==> src/rtl/soc_gpio.sv <==
// WIDTH-pin GPIO bus slave: direction, atomic set/clear/toggle, synchronised input read-back
// and rising-edge interrupts with write-1-to-clear status.
module soc_gpio #(
    parameter int unsigned      WIDTH       = 8,
    parameter int unsigned      SYNC_STAGES = 2,
    parameter logic [WIDTH-1:0] RESET_OUT   = '0
) (
    input  logic             i_clock,
    input  logic             i_reset,
    input  logic             i_request,
    input  logic             i_rw,
    input  logic [31:0]      i_address,
    input  logic [31:0]      i_wdata,
    output logic [31:0]      o_rdata,
    output logic             o_ready,
    input  logic [WIDTH-1:0] i_pins,
    output logic [WIDTH-1:0] o_pins,
    output logic [WIDTH-1:0] o_oe,
    output logic             o_interrupt
);
    localparam int unsigned ARM_CYCLES = SYNC_STAGES + 1;
    localparam int unsigned ARM_W      = $clog2(ARM_CYCLES + 1);
    localparam logic [ARM_W-1:0] ARM_DONE = ARM_CYCLES[ARM_W-1:0];

    typedef enum logic [2:0] {
        REG_OUT = 3'd0, REG_IN  = 3'd1, REG_DIR = 3'd2, REG_SET = 3'd3,
        REG_CLR = 3'd4, REG_TGL = 3'd5, REG_IEN = 3'd6, REG_IST = 3'd7
    } reg_sel_e;

    logic [WIDTH-1:0] r_sync [SYNC_STAGES];
    logic [WIDTH-1:0] r_prev;
    logic [ARM_W-1:0] r_arm;
    logic [WIDTH-1:0] r_out, r_dir, r_ien, r_ist;
    logic             r_ready, r_interrupt;
    logic [31:0]      r_rdata;

    logic             w_accept, w_write, w_armed;
    reg_sel_e         w_sel;
    logic [WIDTH-1:0] w_in, w_wd, w_edge, w_w1c, w_rd_sel;
    logic [WIDTH-1:0] w_out_next, w_dir_next, w_ien_next;
    logic [31:0]      w_rdata;
    logic             w_unused;

    assign w_sel    = reg_sel_e'(i_address[4:2]);
    assign w_accept = i_request & ~r_ready;
    assign w_write  = w_accept & i_rw;
    assign w_wd     = i_wdata[WIDTH-1:0];
    assign w_in     = r_sync[SYNC_STAGES-1];
    assign w_armed  = (r_arm == ARM_DONE);
    assign w_edge   = w_armed ? (w_in & ~r_prev & ~r_dir) : '0;
    assign w_unused = ^{i_address[31:5], i_address[1:0], i_wdata};

    // Next-state of the writable registers for the access being accepted this cycle
    always_comb begin
        w_out_next = r_out;
        w_dir_next = r_dir;
        w_ien_next = r_ien;
        w_w1c      = '0;
        if (w_write) begin
            case (w_sel)
                REG_OUT: w_out_next = w_wd;
                REG_DIR: w_dir_next = w_wd;
                REG_SET: w_out_next = r_out | w_wd;
                REG_CLR: w_out_next = r_out & ~w_wd;
                REG_TGL: w_out_next = r_out ^ w_wd;
                REG_IEN: w_ien_next = w_wd;
                REG_IST: w_w1c      = w_wd;
                default: w_w1c      = '0;
            endcase
        end else begin
            w_w1c = '0;
        end
    end

    // Read mux; write-only and unimplemented locations return zero
    always_comb begin
        w_rdata = 32'd0;
        case (w_sel)
            REG_OUT: w_rd_sel = r_out;
            REG_IN:  w_rd_sel = w_in;
            REG_DIR: w_rd_sel = r_dir;
            REG_IEN: w_rd_sel = r_ien;
            REG_IST: w_rd_sel = r_ist;
            default: w_rd_sel = '0;
        endcase
        w_rdata[WIDTH-1:0] = w_rd_sel;
    end

    // Pin synchroniser, edge-history flop and post-reset arm counter
    always_ff @(posedge i_clock) begin
        if (!i_reset) begin
            for (int i = 0; i < int'(SYNC_STAGES); i++) r_sync[i] <= '0;
            r_prev <= '0;
            r_arm  <= '0;
        end else begin
            r_sync[0] <= i_pins;
            for (int i = 1; i < int'(SYNC_STAGES); i++) r_sync[i] <= r_sync[i-1];
            r_prev <= w_in;
            if (!w_armed) r_arm <= r_arm + ARM_W'(1);
            else          r_arm <= r_arm;
        end
    end

    // Register file, handshake and interrupt; a fresh edge beats a same-cycle W1C
    always_ff @(posedge i_clock) begin
        if (!i_reset) begin
            r_out       <= RESET_OUT;
            r_dir       <= '0;
            r_ien       <= '0;
            r_ist       <= '0;
            r_ready     <= 1'b0;
            r_rdata     <= 32'd0;
            r_interrupt <= 1'b0;
        end else begin
            r_out       <= w_out_next;
            r_dir       <= w_dir_next;
            r_ien       <= w_ien_next;
            r_ist       <= (r_ist & ~w_w1c) | w_edge;
            r_ready     <= w_accept;
            r_rdata     <= (w_accept && !i_rw) ? w_rdata : 32'd0;
            r_interrupt <= |(r_ist & r_ien);
        end
    end

    assign o_rdata     = r_rdata;
    assign o_ready     = r_ready;
    assign o_pins      = r_out;
    assign o_oe        = r_dir;
    assign o_interrupt = r_interrupt;
endmodule

==> config.mk <==
export PLATFORM = sky130hd
export DESIGN_NAME = soc_gpio
export DESIGN_NICKNAME = d
export VERILOG_FILES = /design/src/rtl/soc_gpio.sv
export SDC_FILE = /design/constraint.sdc
export NUM_CORES = 1
export LEC_CHECK = 0
export ABC_AREA = 1
export CAP_MARGIN = 20
export CORE_MARGIN = 2
export CORE_UTILIZATION = 40
export DETAILED_ROUTE_END_ITERATION = 12
export PLACE_DENSITY = 0.78
export SLEW_MARGIN = 20
export SYNTH_ARGS = -nofsm -noshare
export SYNTH_HDL_FRONTEND = slang
export SYNTH_SLANG_ARGS = --single-unit
==> constraint.sdc <==
create_clock -name i_clock -period 1.1 [get_ports i_clock]
set_input_delay 0.165 -clock i_clock [delete_from_list [all_inputs] [get_ports i_clock]]
set_output_delay 0.165 -clock i_clock [all_outputs]
set_load 0.02 [all_outputs]
==> Word level (Yosys, flattened, before mapping) <==
Memories as Yosys holds them, arrays and structs flattened.
Cells that the tools add are included.
{ "totals": {"ramBits": 16, "memories": 1, "out_inout_bits": 50, "inputBits": 76, "regBits": 76} }
{ "mem_list": {"columns": ["memory", "depth", "word_bits", "read_ports", "rd_clocked_by_memory_dff", "write_ports", "line", "text"], "rows": [
  ["r_sync", 2, 8, 2, 0, 2, "30", "logic [WIDTH-1:0] r_sync [SYNC_STAGES];"]
]} }
{ "op_classes": {"addsub": 1, "n_mux": 9, "eq_ne": 8, "n_reduce_logical": 9, "n_bitwise": 17} }
{ "op_table": {"columns": ["cell", "n"], "rows": [
  ["8-bit AND", 5],
  ["8-bit 2-to-1 mux", 5],
  ["8-bit one-hot mux with 5 select lines", 1],
  ["8-bit NOT", 4],
  ["8-bit one-hot mux with 4 select lines", 1],
  ["8-bit OR", 2],
  ["3-bit equality test, second input constant", 4],
  ["2-bit AND reduction", 4],
  ["8-bit OR reduction", 1],
  ["8-bit XOR", 1],
  ["3-bit by 2-bit equality test with 1-bit output, second input constant", 2],
  ["4-bit nonzero test", 1],
  ["3-bit by 1-bit equality test with 1-bit output, second input constant", 1],
  ["3-bit zero test", 1],
  ["2-bit by 1-bit adder with 2-bit output, second input constant", 1],
  ["1-bit AND", 2],
  ["2-bit equality test, second input constant", 1],
  ["1-bit 2-to-1 mux", 2],
  ["1-bit OR", 2],
  ["1-bit logical AND", 1],
  ["1-bit zero test", 1],
  ["1-bit NOT", 1]
]} }

==> Longest topological paths before layout <==
{ "depth": {"depth_word": 7, "ltp_mapped": 8} }

==> Worst setup path after synthesis <==
No wires, ideal clock.
{ "synth_timing": {"path_kind": "reg2reg", "start": "register r_ready, in the netlist o_ready", "end": "register r_out[1], in the netlist o_pins[1]", "path_buffers": 0, "synth_period_minus_slack_ns": 1.309, "path_slack_ns": -0.209, "stages_incl_launch_ff": 8, "t_required_ns": 0.987, "arrival_time_ns": 1.196, "cell_sequence": "dfxtp_1 > inv_1 > nand3_2 > clkinv_1 > nand2_4 > nand2_1 > nand2_1 > nor2_1"} }
{ "synth_via": {"elab_chain_cells": 4} }
{ "synth_lines": {"columns": ["element", "line", "text"], "rows": [
  ["start, declared", "34", "logic r_ready, r_interrupt;"],
  ["start signal, assigned", "119", "r_ready <= w_accept;"],
  ["1-bit NOT", "45", "assign w_accept = i_request & ~r_ready;"],
  ["1-bit AND", "45", null],
  ["1-bit AND", "46", "assign w_write = w_accept & i_rw;"],
  ["2-bit AND reduction (no source line)", null, null],
  ["end signal, assigned", "115", "r_out <= w_out_next;"],
  ["end, declared", "33", "logic [WIDTH-1:0] r_out, r_dir, r_ien, r_ist;"]
]} }
Every way passes these cells.
A chain may end at the register's enable or synchronous reset.

==> Worst setup path after layout <==
{ "layout_timing": {"start": "input port i_wdata[7]", "end": "register r_out[7], in the netlist o_pins[7]"} }
{ "layout_via": {"elab_chain_cells": 3, "elab_cells_between_ends": 5} }
{ "layout_lines": {"columns": ["element", "line", "text"], "rows": [
  ["start, declared", "13", "input logic [31:0] i_wdata,"],
  ["8-bit NOT", "64", "REG_CLR: w_out_next = r_out & ~w_wd;"],
  ["8-bit AND", "64", null],
  ["8-bit one-hot mux with 4 select lines *", "60", "case (w_sel)"]
]} }
Mark *: on every way between the ends. The rest lies on a longest branch, timed or not.

==> run_results.csv <==
group,metric,value,unit
run_status,run_status,"finished with violations",
run_status,violations,"negative setup slack",
yosys,postSynthCellCount,465,
worst_setup_path,cpMaxStageDelayCell,"clkdlybuf4s50_1",
worst_setup_path,path_max_fanout,3,
final_layout,fill_cells,778,
yosys,ys_ff_latch,68,
worst_hold_path,min_from,"i_pins[5]",
floorplan,dieWidth,96.3,um
cts,tritoncts,"yes",
global_route,grt_max_degree,29,
cts,clk_latency,0.34,ns
cts,cts.clk_slew.worst_paths,0.07,ns
job,cap_viol_max_count,0,
sta,max_freq,887,MHz
route,drt_wl_total,8.88,mm
yosys,ys_seq_area_share,39.9,%
sta,post-route-period-util,102,%
placed_design,numPortBuffers,48,
cts,clock_sink_count,68,
final_layout,fin_nets,668,
global_route,grt_usage,20.2,%
cts,h-tree-depth,3,
yosys,syn-cell-area,0.00341,mm^2
pwr,fin_total_pwr,5.50,mW
worst_setup_path,cpPeakStageDelay,0.51,ns
worst_setup_path,r2r_slack,-0.02,ns
worst_setup_path,path_buf_inv,2,
floorplan,start_util,41.3,%
worst_setup_path,arrival,1.37,ns
final_layout,syn2layout_area_growth,34.4,%
route,drcViolationCount,0,
cts,cts_buffer_depth,2,
placed_design,dp_hpwl,6.52,mm
sta,rsz0062_at_grt,"true",
cts,hold_buffers,0,
cts,clockRootBuffer,"clkbuf_8",
worst_setup_path,crit_start,"i_wdata[7]",
worst_hold_path,hold_path.class,"primary input to flip-flop",
sta,finalCriticalPeriod,1.13,ns
yosys,async_reset_ff_share,0,%
worst_setup_path,required,1.34,ns
floorplan,die_area,0.00927,mm^2
worst_setup_path,r2r-end,"r_ist[0]$_SDFF_PN0_",
pwr,p_per_area,1200,mW/mm^2
yosys,synth.avg_cell_area,7.33,um^2
yosys,synth-edff-count,0,
floorplan,core-area,0.00826,mm^2
floorplan,die_y,96.3,um
yosys,yosysWarnings,0,
worst_setup_path,endpoint_kind,"flip-flop",
cts,cts_buffers,9,
worst_setup_path,timing.rr.start,"o_ready$_SDFF_PN0_",
worst_setup_path,crit_family,"buffers and inverters",
worst_setup_path,reg2reg_depth,6,
final_layout,fin_util,55.5,%
placed_design,place_ws,-0.540,ns
final_layout,drive_gt1_share,28.4,%
worst_setup_path,start_kind,"primary input",
yosys,synthFlopType,"dfxtp_1",
yosys,ys_types,28,
global_route,grt_pass1_wl,13.9,mm
global_route,antenna_found_initial,0,
global_route,grt_pass1_vias,2952,
route,initialDrtViolationCount,153,
final_layout,fin_cells,685,
sta,timing.final.ws_setup,-0.0274,ns
pwr,p_leak,2.32,nW
sta,fin_skew,0.00795,ns
floorplan,rows,33,
floorplan,pin_count,126,
sta,final_max_slew_viol_count,0,
route,avgViaCountPerCell,4.82,
worst_hold_path,hold_depth,3,
placed_design,place_inst,663,
worst_setup_path,crit_path_cell_trace,"clkdlybuf4s50_1 -> inv_2 -> ha_1 -> nand4_1 -> nand3_1 -> nor2_1 -> nor2_1",
pwr,vdd_drop_max,924,uV
placed_design,dpl_cell_area,0.00438,mm^2
route,postRouteAntennaNets,0,
sta,finalSetupViolations,13,
final_layout,final_cell_area,0.00458,mm^2
global_route,grt.overflow.total,0,
route,dr.pass1.iters,5,
route,vias,3302,
worst_hold_path,whs_endpoint,"r_sync[0][5]$_SDFF_PN0_",
worst_setup_path,cpMostUsedCell,"nor2_1",
worst_setup_path,crit_type,"primary input to flip-flop",
sta,hold_violations,0,
final_layout,diodes,0,
route,wl_per_cell,13.0,um
placed_design,gp_congestion,0.939,
-- cells in the mapped netlist (3+ instances only) --
| cell | instances | area share, % |
|---|---|---|
| inv_1 | 61 | 6.7 |
| nor2_1 | 44 | 4.8 |
| o21ai_1 | 5 | 0.73 |
| o21ai_0 | 15 | 2.2 |
| o22ai_1 | 5 | 0.92 |
| buf_4 | 26 | 5.7 |
| nand2_1 | 103 | 11 |
| nor2_4 | 4 | 1.3 |
| inv_2 | 5 | 0.55 |
| ha_1 | 17 | 6.2 |
| nand3_2 | 3 | 0.88 |
| clkbuf_1 | 5 | 0.55 |
| a21oi_1 | 26 | 3.8 |
| nand3_1 | 50 | 7.3 |
| dfxtp_1 | 68 | 40 |
| buf_6 | 5 | 1.7 |
| nand4_1 | 8 | 1.5 |
-- power by group --
group          total, mW  switching (mW)  internal, mW
Sequential          2.60          0.0535          2.55
Clock               1.99           0.955          1.03
Combinational      0.912           0.526         0.386
Total               5.50            1.54          3.97
-- logic make-up after synthesis --
family	synth area share (%)
other	0.110
XOR/XNOR	0.257
AND/OR/NAND/NOR	29.9
AO/OA/AOI/OAI	7.67
adder cells (fa/ha/maj)	6.24
flip-flops	39.9
buffers and inverters	15.9
-- repair_timing --
action	CTS	global route
pin swaps	14	12
endpoints found under the setup margin	66	44
gates cloned	1	1
buffers inserted	2	2
gates resized for setup	133	17
-- worst max-delay path by stage --
stage	to	slack [ns]	cells past startpoint
floorplan	o_pins[1]$_SDFFE_PN0P_	-0.01	6
global placement	o_rdata[0]$_SDFF_PN0_	-0.50	9
detailed placement	o_rdata[2]$_SDFF_PN0_	-0.54	9
CTS	r_ist[0]$_SDFF_PN0_	-0.05	6
global route	o_pins[1]$_SDFFE_PN0P_	-0.09	7
finish	o_pins[7]$_SDFFE_PN0P_	-0.03	7
-- cells in the final DEF (no fill, tap or decap), drive strengths merged --
cell	Yosys	routed
o22ai	5	5
nand4	8	8
clkinvlp	0	2
xor2	1	1
nand3	55	56
dfxtp	68	68
conb	1	24
nand2	107	107
buf	32	90
dlygate4sd2	0	4
clkbuf	6	10
ha	17	17
nor3	1	1
inv	66	66
o21ai	20	20
a21oi	26	26
clkinv	3	7
bufinv	0	1
clkdlybuf4s50	0	18
nor2	49	49
-- metal layers --
metal | GRT usage [%] | wire length, um | up-vias
met5 | 0 | 0 | -
met4 | 7.98 | 270 | 0
met3 | 5.87 | 633 | 35
met2 | 34.0 | 4280 | 130
met1 | 24.1 | 3700 | 1490
li1 | - | - | 1647
-- area by class of cell --
| class | instances | area, um^2 | share of cell area, % |
|---|---|---|---|
| Timing Repair Buffer | 113 | 938 | 20.5 |
| Multi-Input combinational cell | 314 | 1660 | 36.3 |
| Sequential cell | 68 | 1390 | 30.3 |
| Inverter | 69 | 267 | 5.82 |
| Clock buffer | 9 | 124 | 2.70 |
| Clock inverter | 7 | 67.6 | 1.48 |
| Tap cell | 105 | 131 | 2.87 |
-- worst register-to-register path, stage by stage, from the launching register on --
cell and delay (ns):
dfxtp_2 0.33, inv_2 0.07, nand3_4 0.13, nor2_4 0.25, nand2_2 0.12, nand2_2 0.07, a21oi_1 0.05
-- state kept, by name (all words and copies together), names as in the netlist --
register / count
r_sync: 16
r_ien: 8
o_oe: 8
r_prev: 8
o_rdata: 8
o_pins: 8
r_ist: 8
r_arm: 2
o_ready: 1
o_interrupt: 1
-- metrics by stage --
step	setup TNS [ns]	hold slack [ns]
finish	-0.239	0.342
CTS	-0.160	0.322
global route	-2.43	0.334
floorplan	-0.0111	0.263
global placement	-21.28	0.397
detailed placement	-22.57	0.402
No activity file was read; power rests on OpenSTA's default activity.
